===== src/rtl/store_pkg.sv =====
// Shared types and lane helpers for the store lane packer.
// Size codes, FSM states, byte-enable and replication functions.
package store_pkg;

  localparam logic [1:0] SZ_BYTE = 2'b00;
  localparam logic [1:0] SZ_HALF = 2'b01;
  localparam logic [1:0] SZ_WORD = 2'b10;

  typedef enum logic [2:0] {
    IDLE,
    ERR,
    READ,
    WAIT,
    WRITE
  } state_t;

  // Lanes touched by a store of the given size at the given byte offset.
  function automatic logic [3:0] lane_be(
    input logic [1:0] size,
    input logic [1:0] off,
    input logic       big
  );
    logic [3:0] b;
    case (size)
      SZ_BYTE: b = 4'b0001 << off;
      SZ_HALF: b = off[1] ? 4'b1100 : 4'b0011;
      default: b = 4'b1111;
    endcase
    return big ? {b[0], b[1], b[2], b[3]} : b;
  endfunction

  // Narrow data copied into every lane it could occupy.
  function automatic logic [31:0] replicate(
    input logic [1:0]  size,
    input logic [31:0] data
  );
    logic [31:0] r;
    case (size)
      SZ_BYTE: r = {4{data[7:0]}};
      SZ_HALF: r = {2{data[15:0]}};
      default: r = data;
    endcase
    return r;
  endfunction

endpackage


===== src/rtl/store_lane_merge.sv =====
// Combinational lane merge: replaces selected lanes of an old word.
// Produces the merged word and the lane byte enables.
module store_lane_merge
  import store_pkg::*;
#(
  parameter int BIG_ENDIAN = 0
) (
  input  logic [31:0] old_word,
  input  logic [31:0] data,
  input  logic [1:0]  size,
  input  logic [1:0]  offset,
  output logic [31:0] merged,
  output logic [3:0]  be
);

  logic [31:0] rep;

  // Selected lanes take the replicated data, the rest keep the old word.
  always_comb begin
    be  = lane_be(size, offset, BIG_ENDIAN != 0);
    rep = replicate(size, data);
    merged = old_word;
    for (int i = 0; i < 4; i++) begin
      if (be[i]) merged[8*i +: 8] = rep[8*i +: 8];
    end
  end

endmodule


===== src/rtl/store_lane_packer.sv =====
// Narrows register data into byte/half/word stores to word memory.
// STORE_BYTE_ENABLE_EN: use byte enables instead of read-modify-write.
module store_lane_packer
  import store_pkg::*;
#(
  parameter int AW         = 10,
  parameter int BIG_ENDIAN = 0
) (
  input  logic          clk,
  input  logic          rst,
  input  logic          req_valid,
  output logic          req_ready,
  input  logic [31:0]   req_addr,
  input  logic [31:0]   req_data,
  input  logic [1:0]    req_size,
  output logic          done,
  output logic          err,
  output logic [AW-1:0] mem_addr,
  output logic          mem_rd_en,
  input  logic [31:0]   mem_rdata,
  output logic          mem_wr_en,
  output logic [31:0]   mem_wdata,
  output logic [3:0]    mem_be
);

  state_t state, next;

  logic [1:0]    off_q;
  logic [1:0]    size_q;
  logic [31:0]   data_q;
  logic [AW-1:0] addr_q;
  logic [31:0]   old_word;
  logic [31:0]   merged;
  logic [3:0]    lanes;
  logic          bad;
  logic          direct;
  logic          accept;

  logic unused_addr;
  assign unused_addr = ^req_addr[31:AW+2];

  // Alignment check and path selection for the request at the port.
  always_comb begin
    bad = (req_size == 2'b11)
        | ((req_size == SZ_HALF) & req_addr[0])
        | ((req_size == SZ_WORD) & (req_addr[1:0] != 2'b00));
`ifdef STORE_BYTE_ENABLE_EN
    direct = 1'b1;
`else
    direct = (req_size == SZ_WORD);
`endif
    accept = req_valid & (state == IDLE);
  end

  // FSM state register.
  always_ff @(posedge clk or posedge rst) begin
    if (rst) state <= IDLE;
    else     state <= next;
  end

  // Latch the request; the word address only moves on a good accept.
  always_ff @(posedge clk or posedge rst) begin
    if (rst) begin
      off_q  <= '0;
      size_q <= '0;
      data_q <= '0;
      addr_q <= '0;
    end else if (accept) begin
      off_q  <= req_addr[1:0];
      size_q <= req_size;
      data_q <= req_data;
      if (!bad) addr_q <= req_addr[AW+1:2];
    end
  end

`ifdef STORE_BYTE_ENABLE_EN
  logic unused_rdata;
  assign unused_rdata = ^mem_rdata;
  assign old_word = replicate(size_q, data_q);
`else
  logic [31:0] old_q;
  logic        unused_lanes;
  assign unused_lanes = ^lanes;

  // Capture the memory word returned for the read-modify-write.
  always_ff @(posedge clk or posedge rst) begin
    if (rst)                old_q <= '0;
    else if (state == WAIT) old_q <= mem_rdata;
  end

  assign old_word = old_q;
`endif

  store_lane_merge #(
    .BIG_ENDIAN(BIG_ENDIAN)
  ) u_merge (
    .old_word(old_word),
    .data    (data_q),
    .size    (size_q),
    .offset  (off_q),
    .merged  (merged),
    .be      (lanes)
  );

  // Next-state logic.
  always_comb begin
    next = state;
    unique case (state)
      IDLE: begin
        if (req_valid) begin
          unique case (1'b1)
            bad:            next = ERR;
            (!bad & direct): next = WRITE;
            default:        next = READ;
          endcase
        end
      end
      READ:    next = WAIT;
      WAIT:    next = WRITE;
      WRITE:   next = IDLE;
      ERR:     next = IDLE;
      default: next = IDLE;
    endcase
  end

  // Outputs decoded from the current state.
  always_comb begin
    req_ready = (state == IDLE);
    done      = (state == WRITE);
    err       = (state == ERR);
    mem_wr_en = (state == WRITE);
    mem_addr  = addr_q;
    mem_wdata = '0;
    mem_be    = '0;
`ifdef STORE_BYTE_ENABLE_EN
    mem_rd_en = 1'b0;
    if (state == WRITE) begin
      mem_wdata = merged;
      mem_be    = lanes;
    end
`else
    mem_rd_en = (state == READ);
    if (state == WRITE) begin
      mem_wdata = merged;
      mem_be    = 4'hF;
    end
`endif
  end

endmodule


===== config.mk =====
export PLATFORM = sky130hd
export DESIGN_NAME = store_lane_packer
export DESIGN_NICKNAME = d
export VERILOG_FILES = /design/src/rtl/store_pkg.sv /design/src/rtl/store_lane_merge.sv /design/src/rtl/store_lane_packer.sv
export SDC_FILE = /design/constraint.sdc
export NUM_CORES = 1
export LEC_CHECK = 0
export BUFFER_PORTS_ARGS = -buffer_cell sky130_fd_sc_hd__buf_2
export CAP_MARGIN = 40
export CORE_MARGIN = 1.5
export CORE_UTILIZATION = 45
export CTS_CLUSTER_SIZE = 24
export DETAILED_ROUTE_END_ITERATION = 7
export GPL_ROUTABILITY_DRIVEN = 1
export PLACE_DENSITY = 0.79
export SYNTH_ARGS = -nofsm -noshare
export SYNTH_HDL_FRONTEND = slang
export SYNTH_SLANG_ARGS = --single-unit

===== constraint.sdc =====
create_clock -name clk -period 2.4 [get_ports clk]
set_input_delay 0.12 -clock clk [delete_from_list [all_inputs] [get_ports clk]]
set_output_delay 0.12 -clock clk [all_outputs]
set_load 0.02 [all_outputs]

==> out/results.env, run 1 <==
POST_ROUTE_CELLS_DRIVE_ABOVE_1_SHARE_PCT=47.9
IO_BUFFER_COUNT=131
PLACEMENT_SETUP_SLACK_PS=641
WORSTREG2REGEND='data_q[23]'
SYNTHTOPCELLSBYCOUNT='81 x sky130_fd_sc_hd__dfrtp_1, 65 x sky130_fd_sc_hd__mux2_2, 28 x sky130_fd_sc_hd__nor2_1'
ROWS=33
SKEW_PS=9.08
FMAX_MHz=464
WORSTPATHBUFFERINVERTERCOUNT=2
CP.DEPTH=5
YS.WARNINGS.COUNT=0
TRITONCTS_NUM_SINKS=81
CTSRESIZECOUNT=0
CRITPATHKIND='register to output port'
HOLDPATHSTAGES=2
HOLDCRITSTARTPOINT='mem_rdata[25]'
CELLPOWERDENSITY_nW_PER_UM2=1270
DETAIL_ROUTE.VIAS_PER_CELL=5.26
TOPROUTINGLAYERUSED='met4'
WORST_SETUP_PATH_END_KIND='output port'
SYNTH_TOP_CELLS_BY_AREA='sky130_fd_sc_hd__dfrtp_1 52%, sky130_fd_sc_hd__mux2_2 19%, sky130_fd_sc_hd__mux2i_1 5.6%, sky130_fd_sc_hd__mux2_4 3.8%, sky130_fd_sc_hd__nor2_1 2.7%'
DETAIL_ROUTE.DRC_VIOLATIONS=0
FINALMAXSLEWVIOLATIONS=0
TIMING_HOLD_VIOLATIONS_FINAL=0
RUN_STATUS='finished, final reports clean'
VDD_DROP_MAX_mV=0.719
POSTROUTEWIRELENGTH_MM=10.1
CRITICAL-PATH-TOP-DELAY-FAMILY='simple AND/OR/NAND/NOR gates'
HOLDCRITPATHCLASS='primary input to register'
SYNTHFLOPTYPE='sky130_fd_sc_hd__dfrtp_1'
NUMBER_OF_DIODES=0
MAX_SLEW_MARGIN_PCT=50.3
FILLERINSTANCES=663
AREA_GROWTH_SYN_TO_LAYOUT_PCT=36.7
CPMAXSTAGEDELAYCELL='sky130_fd_sc_hd__nor2_1'
GLOBALPLACE.CONGESTION=0.836
FINALSETUPVIOLCOUNT=0
WL_MET2_MM=4.99
CPPEAKSTAGEDELAY_PS=410
YOSYS.CELL_COUNT.TOP_TYPE='sky130_fd_sc_hd__dfrtp_1'
POSTROUTEANTENNANETS=0
P_LEAK_uW=0.00259
FIRST_GLOBAL_VIAS=3029
SYN_NETS=418
TOTAL_POWER_uW=6820
CRITICAL_PATH.STARTPOINT='size_q[0]'
DIE-WIDTH_UM=96.4
SYNTH.DISTINCT_CELLS=31
R2R.WORST_PATH.CELLS=4
POST_SYN_AREA_PER_CELL_UM2=12.4
OVERFLOW=0
CTS_INSERTED_BUFFERS=9
CRIT_CHAIN='buf_4, nor2_1, nand2_1, a311oi_1, buf_2'
R2R_SETUP_SLACK_PS=620
DRT-MET1-WL_MM=4.42
ROUTED-VIA-COUNT=3132
FIN_TNS_SETUP_PS=0
CLK_TRANSITION_REPORTED_PATHS_PS=80
CRITPATHCAPTURE='mem_wdata[15]'
DP_HPWL_MM=6.97
MET3_LENGTH_UM=640
WORST_PIN_SLEW_PS=746
NUMBER_OF_MAX_CAP_VIOLATIONS=0
SYNTHESIS.AREA_UM2=3930
ROUTEDWLPERCELL_UM=17.0
HOLDWS_PS=14.6
INITIAL_CELL_DENSITY_OF_THE_CORE_PCT=47.1
FINISH.NET_COUNT=587
BOUNDARYPINS=152
POST-ROUTE-UTIL_PCT=64.4
FIRST_PASS_ITERS=4
FINALCRITICALPERIOD_PS=2150
RSZ0062_AT_GRT='no'
SYNTHARSTFLOPSHARE_PCT=100
FIRST_ITER_VIOLATIONS=75
TIMING.RR.START='state[1]'
GRT_MAX_DEGREE=43
GRT_UTIL_ALL_LAYERS_PCT=22.5
SYNTH_EDF_COUNT=0
POST-ROUTE-PERIOD-UTIL_PCT=89.7
DIE_Y_UM=96.4
SEQ_TOTAL_AREA_YOSYS_PCT=51.6
REQUIRED_PS=2280
SYNTH.TOP_CELL.AREA_SHARE_PCT=51.6
CTS.PATH.MAX_BUFFERS=2
FP.COREAREA_UM2=8340
CTS_ROOT_BUF='sky130_fd_sc_hd__clkbuf_8'
CRIT_PATH_MAX_FANOUT=16
CTS_TREE='done'
HTREEDEPTH=3
TIMING.FINAL.WS_SETUP_PS=247
FP.DIEAREA_UM2=9300
SYNTH_SEQ_CELLS=81
GLOBAL_ROUTE_WIRE_LENGTH_BEFORE_REPAIR_MM=15.3
CRITICAL_PATH.STARTPOINT_TYPE='register'
SYNTH_TOP_AREA_CELL='sky130_fd_sc_hd__dfrtp_1'
CRITPATHARRIVALTIME_PS=2030
POSTSYNTHCELLCOUNT=317
GRT_ANTENNA_BEFORE_REPAIR=0
CLK-INSERTION-DELAY-LATE_PS=340
-- cells in the final DEF, fill, tap and decap left out, types with 3 or more instances in the layout --
cell type                       instances
sky130_fd_sc_hd__buf_2                131
sky130_fd_sc_hd__dfrtp_1               81
sky130_fd_sc_hd__mux2_2                65
sky130_fd_sc_hd__dlygate4sd3_1         45
sky130_fd_sc_hd__nor2_1                28
sky130_fd_sc_hd__mux2i_1               22
sky130_fd_sc_hd__nand2_1               13
sky130_fd_sc_hd__a21oi_1               12
sky130_fd_sc_hd__o21ai_0               11
sky130_fd_sc_hd__clkbuf_8              11
sky130_fd_sc_hd__mux2_4                10
sky130_fd_sc_hd__o221ai_1               8
sky130_fd_sc_hd__a211oi_1               8
sky130_fd_sc_hd__a311oi_1               8
sky130_fd_sc_hd__buf_4                  6
sky130_fd_sc_hd__a21o_1                 4
sky130_fd_sc_hd__bufinv_16              4
sky130_fd_sc_hd__nor3_1                 3
-- stage by stage --
| step | std cells | instance area (um2) |
|---|---|---|
| finish | 596 | 5370 |
| global route | 596 | 5370 |
| CTS | 591 | 5320 |
| detailed placement | 535 | 4640 |
| global placement | 535 | 4640 |
| floorplan | 317 | 3930 |
-- flip-flops by register name (all words and copies together) (netlist names) --
name,count
off_q,2
data_q,32
old_q,32
size_q,2
mem_addr,10
state,3
-- worst min path at each step --
stage                   to  slack (ps)
3_3_place_gp   mem_addr[2]         260
4_1_cts          data_q[1]         0.3
2_1_floorplan     off_q[1]         240
6_report         old_q[25]          10
3_5_place_dp   mem_addr[2]         270
5_1_grt          old_q[11]         0.2
-- power by group --
part | internal (uW) | leakage [uW] | switching [uW]
Combinational | 1410 | 0.00150 | 1450
Clock | 852 | 0.000140 | 494
Sequential | 2070 | 0.000954 | 553
-- metal layers --
| layer | track usage, % | vias to the layer above |
|---|---|---|
| met5 | 0 | - |
| met4 | 6.16 | 0 |
| met3 | 5.16 | 7 |
| met2 | 37.4 | 126 |
| met1 | 29.6 | 1520 |
| li1 | - | 1479 |
-- what timing repair did --
action / CTS / global route
endpoints found under the hold margin: 78 / 5
hold buffers: 40 / 5
setup buffers: 0 / 0
-- kinds of logic (layout without fill, tap and decap cells) --
family                 count (synthesis)  in the layout  share of synthesized area (%)
multiplexers                          97             97                           28.1
AO/OA/AOI/OAI                         54             54                           9.52
AND/OR/NAND/NOR                       54             54                           6.24
buffers and inverters                 31            205                           4.59
flip-flops                            81             81                           51.6
-- area by class of cell --
cell class / instances / area (um2) / share of cell area [%]
clock buffers: 11 / 151 / 2.82
clock inverters: 5 / 125 / 2.33
inverters: 5 / 20.0 / 0.373
multi-input cells: 205 / 1720 / 32.1
flip-flops and latches: 81 / 2030 / 37.8
well taps: 105 / 131 / 2.45
repair buffers: 184 / 1190 / 22.2
No activity file was read; power rests on OpenSTA's default activity.
==> run 2: changes to the inputs <==
--- a/config.mk
+++ b/config.mk
@@ -7,12 +7,14 @@
 export LEC_CHECK = 0
 export BUFFER_PORTS_ARGS = -buffer_cell sky130_fd_sc_hd__buf_2
 export CAP_MARGIN = 40
+export CELL_PAD_IN_SITES_DETAIL_PLACEMENT = 2
+export CELL_PAD_IN_SITES_GLOBAL_PLACEMENT = 2
 export CORE_MARGIN = 1.5
-export CORE_UTILIZATION = 45
+export CORE_UTILIZATION = 31
 export CTS_CLUSTER_SIZE = 24
 export DETAILED_ROUTE_END_ITERATION = 7
 export GPL_ROUTABILITY_DRIVEN = 1
-export PLACE_DENSITY = 0.79
+export PLACE_DENSITY = 0.85
 export SYNTH_ARGS = -nofsm -noshare
 export SYNTH_HDL_FRONTEND = slang
 export SYNTH_SLANG_ARGS = --single-unit
==> run 2 against run 1 <==
  * Clock-buffer cell count rose by 2
  * Die area up 44%
  * First-iteration DRC count up 1.3%
  * Wire length up 19%
  * Critical endpoint is now mem_wdata[12]
  * Largest power group unchanged
  * Highest routed layer unchanged
==> out/results.env, run 2 (synthesis gave the netlist of run 1 again) <==
RUN_STATUS='finished, final reports clean'
NUMBER_OF_MAX_CAP_VIOLATIONS=0  # unchanged
GRT_ANTENNA_BEFORE_REPAIR=0  # unchanged
CLK_TRANSITION_REPORTED_PATHS_PS=60  # -20 ps
FINALMAXSLEWVIOLATIONS=0  # unchanged
DRT-MET1-WL_MM=5.49  # +24%
CRITICAL_PATH.STARTPOINT_TYPE='register'
CRIT_PATH_MAX_FANOUT=16  # unchanged
FINAL_COMMON_CELL='sky130_fd_sc_hd__buf_2'
GLOBAL_ROUTE_WIRE_LENGTH_BEFORE_REPAIR_MM=18.9  # +23%
DP_HPWL_MM=8.82  # +27%
FP.COREAREA_UM2=12200  # +46%
TIMING.FINAL.WS_SETUP_PS=185  # -61.8 ps
STDCELL_AREA_UM2=5180  # -3.5%
CRIT_CHAIN='or2_2, a21o_1, a311oi_1, buf_2'
LAYOUT_COMMON_CELLS='131 x sky130_fd_sc_hd__buf_2, 81 x sky130_fd_sc_hd__dfrtp_1, 65 x sky130_fd_sc_hd__mux2_2'
CRITPATHARRIVALTIME_PS=2100  # +70 ps
CLK-INSERTION-DELAY-LATE_PS=350  # about the same
VDD_DROP_MAX_mV=0.591  # -18%
FINALSETUPVIOLCOUNT=0  # unchanged
POST_ROUTE_CELLS_DRIVE_ABOVE_1_SHARE_PCT=50.5  # +2.7 points
IO_BUFFER_COUNT=131  # unchanged
POST-ROUTE-PERIOD-UTIL_PCT=92.3  # +2.6 points
REQUIRED_PS=2280  # about the same
POSTROUTEWIRELENGTH_MM=12.0  # +19%
MET3_LENGTH_UM=653  # +2.0%
DETAIL_ROUTE.DRC_VIOLATIONS=0  # unchanged
DETAIL_ROUTE.VIAS_PER_CELL=4.86  # -7.4%
WORST_SETUP_PATH_END_KIND='output port'
WORST_PIN_SLEW_PS=558  # -188 ps
DIE-WIDTH_UM=116  # +20%
FINISH.NET_COUNT=557  # -5.1%
CTS_ROOT_BUF='sky130_fd_sc_hd__clkbuf_16'
PLACE_AREA_UM2=4750  # +2.3%
FIRST_PASS_ITERS=4  # unchanged
SKEW_PS=6.33  # -2.75 ps
INITIAL_CELL_DENSITY_OF_THE_CORE_PCT=32.3  # -15 points
GRT_UTIL_ALL_LAYERS_PCT=19.2  # -3.3 points
RSZ0062_AT_GRT='no'
FMAX_MHz=451  # -2.8%
OVERFLOW=0  # unchanged
CPMAXSTAGEDELAYCELL='sky130_fd_sc_hd__a311oi_1'
TIMING_HOLD_VIOLATIONS_FINAL=0  # unchanged
CRITPATHKIND='register to output port'
NUMBER_OF_DIODES=0  # unchanged
DIE_Y_UM=116  # +20%
CTS_TREE='done'
ROUTEDWLPERCELL_UM=19.1  # +12%
POSTROUTEANTENNANETS=0  # unchanged
FP.DIEAREA_UM2=13400  # +44%
GRT_MAX_DEGREE=46  # +7.0%
CPPEAKSTAGEDELAY_PS=410  # about the same
FIRST_GLOBAL_VIAS=3382  # +12%
ROWS=40  # +21%
TRITONCTS_NUM_SINKS=81  # unchanged
HOLDCRITPATHCLASS='primary input to register'
CTS_INSERTED_BUFFERS=9  # unchanged
FIRST_ITER_VIOLATIONS=76  # +1.3%
MAX_SLEW_MARGIN_PCT=62.8  # +13 points
PLACEMENT_SETUP_SLACK_PS=567  # -73.5 ps
TOPROUTINGLAYERUSED='met4'
FINALCRITICALPERIOD_PS=2220  # +61.8 ps
R2R_SETUP_SLACK_PS=580  # -40 ps
AREA_GROWTH_SYN_TO_LAYOUT_PCT=31.8
TOTAL_POWER_uW=6940  # +1.7%
CTS_HOLD_REPAIR.BUFFERS=14  # -65%
BOUNDARYPINS=152  # unchanged
CELLPOWERDENSITY_nW_PER_UM2=1340  # +5.4%
P_LEAK_uW=0.00248  # -4.3%
GLOBALPLACE.CONGESTION=0.720  # -14%
CTS.PATH.MAX_BUFFERS=2  # unchanged
ROUTED-VIA-COUNT=3060  # -2.3%
NUMBER_OF_POST_CTS_SETUP_REPAIR_BUFFERS=0  # unchanged
CRITICAL-PATH-TOP-DELAY-FAMILY='compound AO/OA/AOI/OAI gates'
WL_MET2_MM=5.77  # +16%
CTSRESIZECOUNT=0  # unchanged
WORSTPATHBUFFERINVERTERCOUNT=1  # -1
FIN_TNS_SETUP_PS=0  # unchanged
HTREEDEPTH=3  # unchanged
-- run 2: where the power goes --
part	total, uW	internal (uW)	leakage (uW)	switching (uW)
combinational	2910	1380	0.00138	1530
clock	1380	832	0.000144	551
sequential	2650	2070	0.000954	577
-- run 2: stage by stage --
stage | hold WS, ps | cells | utilization, %
2_1_floorplan | 237 | 317 | -
3_5_place_dp | 80.6 | 599 | 39.0
6_report | 9.62 | 629 | 42.6
5_1_grt | 3.40 | 629 | 42.6
3_3_place_gp | 351 | 598 | 38.8
4_1_cts | 0.568 | 629 | 42.6
-- run 2: final cells by class --
| class | instances | area (um2) |
|---|---|---|
| fillers | 1280 | 6980 |
| clock inverters | 3 | 40.0 |
| well taps | 168 | 210 |
| clock buffers | 13 | 250 |
| flip-flops and latches | 81 | 2030 |
| multi-input cells | 205 | 1720 |
| repair buffers | 154 | 908 |
| inverters | 5 | 20.0 |
-- run 2: worst register-to-register path: cells and delay by family (launching register included) --
family,cells,cell delay (ps)
mux,1,380
flops,1,480
buf+inv,1,250
simple gates,2,590
-- run 2: final timing paths --
kind,from,to,cells after the start
worst max-delay path,size_q[0],mem_wdata[12],4
min in group asynchronous,rst,old_q[1],3
worst max register to register,state[1],data_q[19],4
worst min-delay path,req_data[7],data_q[7],2
worst min register to register,mem_addr[3],mem_addr[3],1
max in group asynchronous,rst,old_q[17],4
-- run 2: routing by layer --
layer / track usage (%) / vias up
met3: 5.18 / 8
met1: 25.3 / 1538
li1: - / 1415
met4: 4.94 / 0
met2: 31.5 / 99
met5: 0 / -
==> run 3: changes to the inputs <==
--- a/config.mk
+++ b/config.mk
@@ -5,12 +5,13 @@
 export SDC_FILE = /design/constraint.sdc
 export NUM_CORES = 1
 export LEC_CHECK = 0
+export ABC_AREA = 1
 export BUFFER_PORTS_ARGS = -buffer_cell sky130_fd_sc_hd__buf_2
 export CAP_MARGIN = 40
 export CELL_PAD_IN_SITES_DETAIL_PLACEMENT = 2
 export CELL_PAD_IN_SITES_GLOBAL_PLACEMENT = 2
 export CORE_MARGIN = 1.5
-export CORE_UTILIZATION = 31
+export CORE_UTILIZATION = 27
 export CTS_CLUSTER_SIZE = 24
 export DETAILED_ROUTE_END_ITERATION = 7
 export GPL_ROUTABILITY_DRIVEN = 1
==> run 3 against run 2 <==
  * Die area rose by 24%
  * Sequential share of layout area fell by 4.8 points
  * Clock power barely moved
  * Combinational power rose by 26%
  * Design area rose by 14%
  * Clock-buffer cell count fell by 2
  * Worst hold slack barely moved
  * Non-clock buffer count rose by 41
  * Highest routed layer unchanged
  * Clock skew rose by 1.9 ps
  * Fmax rose by 0.71%
  * Via count rose by 47%
  * Cell count rose by 56%
==> out/results.env, run 3 <==
RUN_STATUS='finished, final reports clean'
POST_ROUTE_CELLS_DRIVE_ABOVE_1_SHARE_PCT=22.6  # -28 points
CRITICAL_PATH.STARTPOINT_TYPE='register'
PWR-SHARE-CLK_PCT=18.6  # -1.3 points
CRITICAL_PATH.STARTPOINT='size_q[1]'
FINAL_COMMON_CELL='sky130_fd_sc_hd__nand2_1'
GLOBAL_ROUTE_WIRE_LENGTH_BEFORE_REPAIR_MM=27.8  # +47%
CRIT_CHAIN='inv_2, nand2_1, nand2_1, nand2_1, nand2_1, nand2_1, nor2_1, buf_2'
SYNTHARSTFLOPSHARE_PCT=100  # unchanged
INITIAL_CELL_DENSITY_OF_THE_CORE_PCT=27.8  # -4.5 points
HOLDWS_PS=9.25  # -0.371 ps
FIN_TNS_SETUP_PS=0  # unchanged
CTS_ROOT_BUF='sky130_fd_sc_hd__clkbuf_16'
DETAIL_ROUTE.DRC_VIOLATIONS=0  # unchanged
FIRST_PASS_ITERS=4  # unchanged
POSTSYNTHCELLCOUNT=587  # +85%
TIMING.RR.START='state[1]'
SYNTHESIS.AREA_UM2=4250  # +8.3%
GRT_ANTENNA_BEFORE_REPAIR=1  # +1
SYNTH_TOP_AREA_CELL='sky130_fd_sc_hd__dfrtp_1'
POWER_SWITCHING_uW=3550  # +34%
SYNTH_SEQ_CELLS=81  # unchanged
NETSWITCHINGFRACTION_PCT=47.4  # +9.1 points
IO_BUFFER_COUNT=131  # unchanged
CRITPATHKIND='register to output port'
INTERNAL_POWER_COMPONENT_uW=3950  # -7.9%
CLK-INSERTION-DELAY-LATE_PS=350  # about the same
CTS_INSERTED_BUFFERS=9  # unchanged
DP_HPWL_MM=11.6  # +32%
ROUTEDWLPERCELL_UM=17.8  # -6.7%
DP.CELLS=909  # +52%
FINALMAXSLEWVIOLATIONS=0  # unchanged
SYN_NETS=688  # +65%
R2R.WORST_PATH.CELLS=7  # +3
HTREEDEPTH=3  # unchanged
FINALCRITICALPERIOD_PS=2200  # -15.7 ps
FINISH.NET_COUNT=867  # +56%
NUMBER_OF_MAX_CAP_VIOLATIONS=0  # unchanged
CPMAXSTAGEDELAYCELL='sky130_fd_sc_hd__dfrtp_1'
P_LEAK_uW=0.00314  # +27%
WORSTREG2REGEND='old_q[20]'
SYNTH_ADDER_AREA_SHARE_PCT=0  # unchanged
POSTROUTEANTENNANETS=0  # unchanged
CRITPATHARRIVALTIME_PS=2080  # -20 ps
SEQ_TOTAL_AREA_YOSYS_PCT=47.6  # -3.9 points
PLACE_AREA_UM2=5030  # +6.0%
GLOBALPLACE.CONGESTION=0.809  # +12%
POSTROUTEWIRELENGTH_MM=17.5  # +46%
SYNTH.TOP_CELL.AREA_SHARE_PCT=47.6  # -3.9 points
TIMING_HOLD_VIOLATIONS_FINAL=0  # unchanged
CPMOSTUSEDCELL='sky130_fd_sc_hd__nand2_1'
CRITPATHCAPTURE='mem_wdata[8]'
SYNTH_EDF_COUNT=0  # unchanged
YS.WARNINGS.COUNT=0  # unchanged
HOLDCRITPATHCLASS='primary input to register'
CTS.PATH.MAX_BUFFERS=2  # unchanged
SYNTHTOPCELLSBYCOUNT='223 x sky130_fd_sc_hd__nand2_1, 81 x sky130_fd_sc_hd__dfrtp_1, 66 x sky130_fd_sc_hd__nor2_1'
FP.COREAREA_UM2=15300  # +26%
RSZ0062_AT_GRT='no'
STDCELL_AREA_UM2=5900  # +14%
CTS_TREE='done'
POST_SYN_AREA_PER_CELL_UM2=7.25  # -42%
LAYOUT_COMMON_CELLS='223 x sky130_fd_sc_hd__nand2_1, 131 x sky130_fd_sc_hd__buf_2, 81 x sky130_fd_sc_hd__dfrtp_1'
WORST_SETUP_PATH_END_KIND='output port'
TRITONCTS_NUM_SINKS=81  # unchanged
COMBINATIONAL_FAMILY_WITH_THE_MOST_AREA_AFTER_SYNTHESIS='simple AND/OR/NAND/NOR gates'
POST-ROUTE-PERIOD-UTIL_PCT=91.6  # -0.65 points
HOLDPATHSTAGES=3  # +1
FMAX_MHz=455  # +0.71%
SYNTH_SIMPLE_GATE_AREA_SHARE_PCT=31.7  # +25 points
ROWS=45  # +13%
SEQUENTIALPOWERSHARE_PCT=32.4  # -5.7 points
ROUTED-VIA-COUNT=4496  # +47%
POST_SYNTH_MUX_AREA_SHARE_PCT=0  # -28 points
SYNTH_TOP_CELLS_BY_AREA='sky130_fd_sc_hd__dfrtp_1 48%, sky130_fd_sc_hd__nand2_1 20%, sky130_fd_sc_hd__nor2_1 5.8%, sky130_fd_sc_hd__inv_1 5.5%, sky130_fd_sc_hd__o21ai_1 5.4%'
SYNTH_AREA_IN_COMPOUND_GATES_PCT=9.50  # -0.022 points
POWER.SHARE.COMBINATIONAL_PCT=49.0  # +7.1 points
FIRST_ITER_VIOLATIONS=137  # +80%
MAX_SLEW_MARGIN_PCT=66.1  # +3.3 points
DETAIL_ROUTE.VIAS_PER_CELL=4.57  # -6.0%
BOUNDARYPINS=152  # unchanged
CELLPOWERDENSITY_nW_PER_UM2=1270  # -5.1%
DIE_Y_UM=129  # +11%
CRIT_PATH_MAX_FANOUT=20  # +4
SYNTH_XOR_AREA_SHARE_PCT=0  # unchanged
SYNTHFLOPTYPE='sky130_fd_sc_hd__dfrtp_1'
WORST_PIN_SLEW_PS=508  # -49.8 ps
CTS_HOLD_REPAIR.BUFFERS=57  # +43
NUMBER_OF_POST_CTS_SETUP_REPAIR_BUFFERS=0  # unchanged
OVERFLOW=0  # unchanged
DIE-WIDTH_UM=129  # +11%
FIN_CELLS=983  # +56%
AREA_GROWTH_SYN_TO_LAYOUT_PCT=38.6
GRT_MAX_DEGREE=82  # +78%
SKEW_PS=8.20  # +1.87 ps
FP.DIEAREA_UM2=16500  # +24%
FINALSETUPVIOLCOUNT=0  # unchanged
CTSRESIZECOUNT=0  # unchanged
CLK_TRANSITION_REPORTED_PATHS_PS=60  # about the same
YOSYS.CELL_COUNT.TOP_TYPE='sky130_fd_sc_hd__nand2_1'
R2R_SETUP_SLACK_PS=430  # -150 ps
GRT_UTIL_ALL_LAYERS_PCT=22.3  # +3.1 points
CPPEAKSTAGEDELAY_PS=430  # +20 ps
VDD_DROP_MAX_mV=0.464  # -22%
REQUIRED_PS=2280  # about the same
FIRST_GLOBAL_VIAS=5133  # +52%
SYNTH.DISTINCT_CELLS=23  # -26%
FILLERINSTANCES=1818  # +42%
-- run 3: cell count changes in the layout (fill, tap and decap cells not counted), moves of 29 or more --
cell                            delta
sky130_fd_sc_hd__nor2_1           +38
sky130_fd_sc_hd__nand2_1         +210
sky130_fd_sc_hd__dlygate4sd3_1    +43
sky130_fd_sc_hd__mux2_2           -65
sky130_fd_sc_hd__o21ai_1          +46
sky130_fd_sc_hd__inv_1            +59
sky130_fd_sc_hd__nand3_1          +29
-- run 3: per-stage QoR --
| stage | total power (uW) | util (%) | setup WS, ps |
|---|---|---|---|
| floorplan | 4850 | - | 200 |
| global placement | 5670 | 32.9 | 602 |
| detailed placement | 5930 | 32.9 | 523 |
| CTS | 7480 | 38.5 | 187 |
| global route | 8120 | 38.5 | 27.8 |
| finish | 7500 | 38.5 | 200 |
-- run 3: critical path: cells and delay by family (launching register included) --
kind	cells	cell delay (ps)
AND/OR/NAND/NOR	6	770
flip-flops	1	430
buffers and inverters	2	530
-- run 3: worst min-delay path by stage --
stage / from / endpoint / slack, ps
after global placement: rst / mem_addr[1] / 250
final: req_data[8] / data_q[8] / 9
after global routing: mem_rdata[14] / old_q[14] / 9
after detailed placement: rst / mem_addr[6] / 260
after CTS: req_data[8] / data_q[8] / 2
after floorplan: req_data[16] / data_q[16] / 230
-- run 3: cell type report --
| class | instances | area [um2] | share of cell area [%] |
|---|---|---|---|
| Antenna cell | 1 | 2.50 | 0.0424 |
| Clock buffer | 11 | 233 | 3.95 |
| Clock inverter | 5 | 56.3 | 0.955 |
| Inverter | 69 | 270 | 4.58 |
| Multi-Input combinational cell | 410 | 1750 | 29.7 |
| Sequential cell | 81 | 2030 | 34.4 |
| Tap cell | 211 | 264 | 4.48 |
| Timing Repair Buffer | 195 | 1290 | 21.9 |
-- run 3: cell families after synthesis --
group	count (synthesis)
buffers and inverters	96
flip-flops	81
AND/OR/NAND/NOR	332
AO/OA/AOI/OAI	78
-- run 3: power by group through the flow --
stage	clock network [uW]	registers [uW]	logic, uW
CTS	1440	2410	3630
finish	1390	2430	3670
global placement	0	2360	3300
detailed placement	0	2420	3510
floorplan	0	2400	2450
global route	1480	2510	4120
-- run 3: metal layers --
layer	share of wire, %	wire, um	global-route usage (%)	vias up
li1	-	-	-	2152
met1	42	7290	26.3	2196
met2	51	8900	40.1	122
met3	4.4	765	4.91	26
met4	3.1	540	7.73	0
met5	0	0	0	-
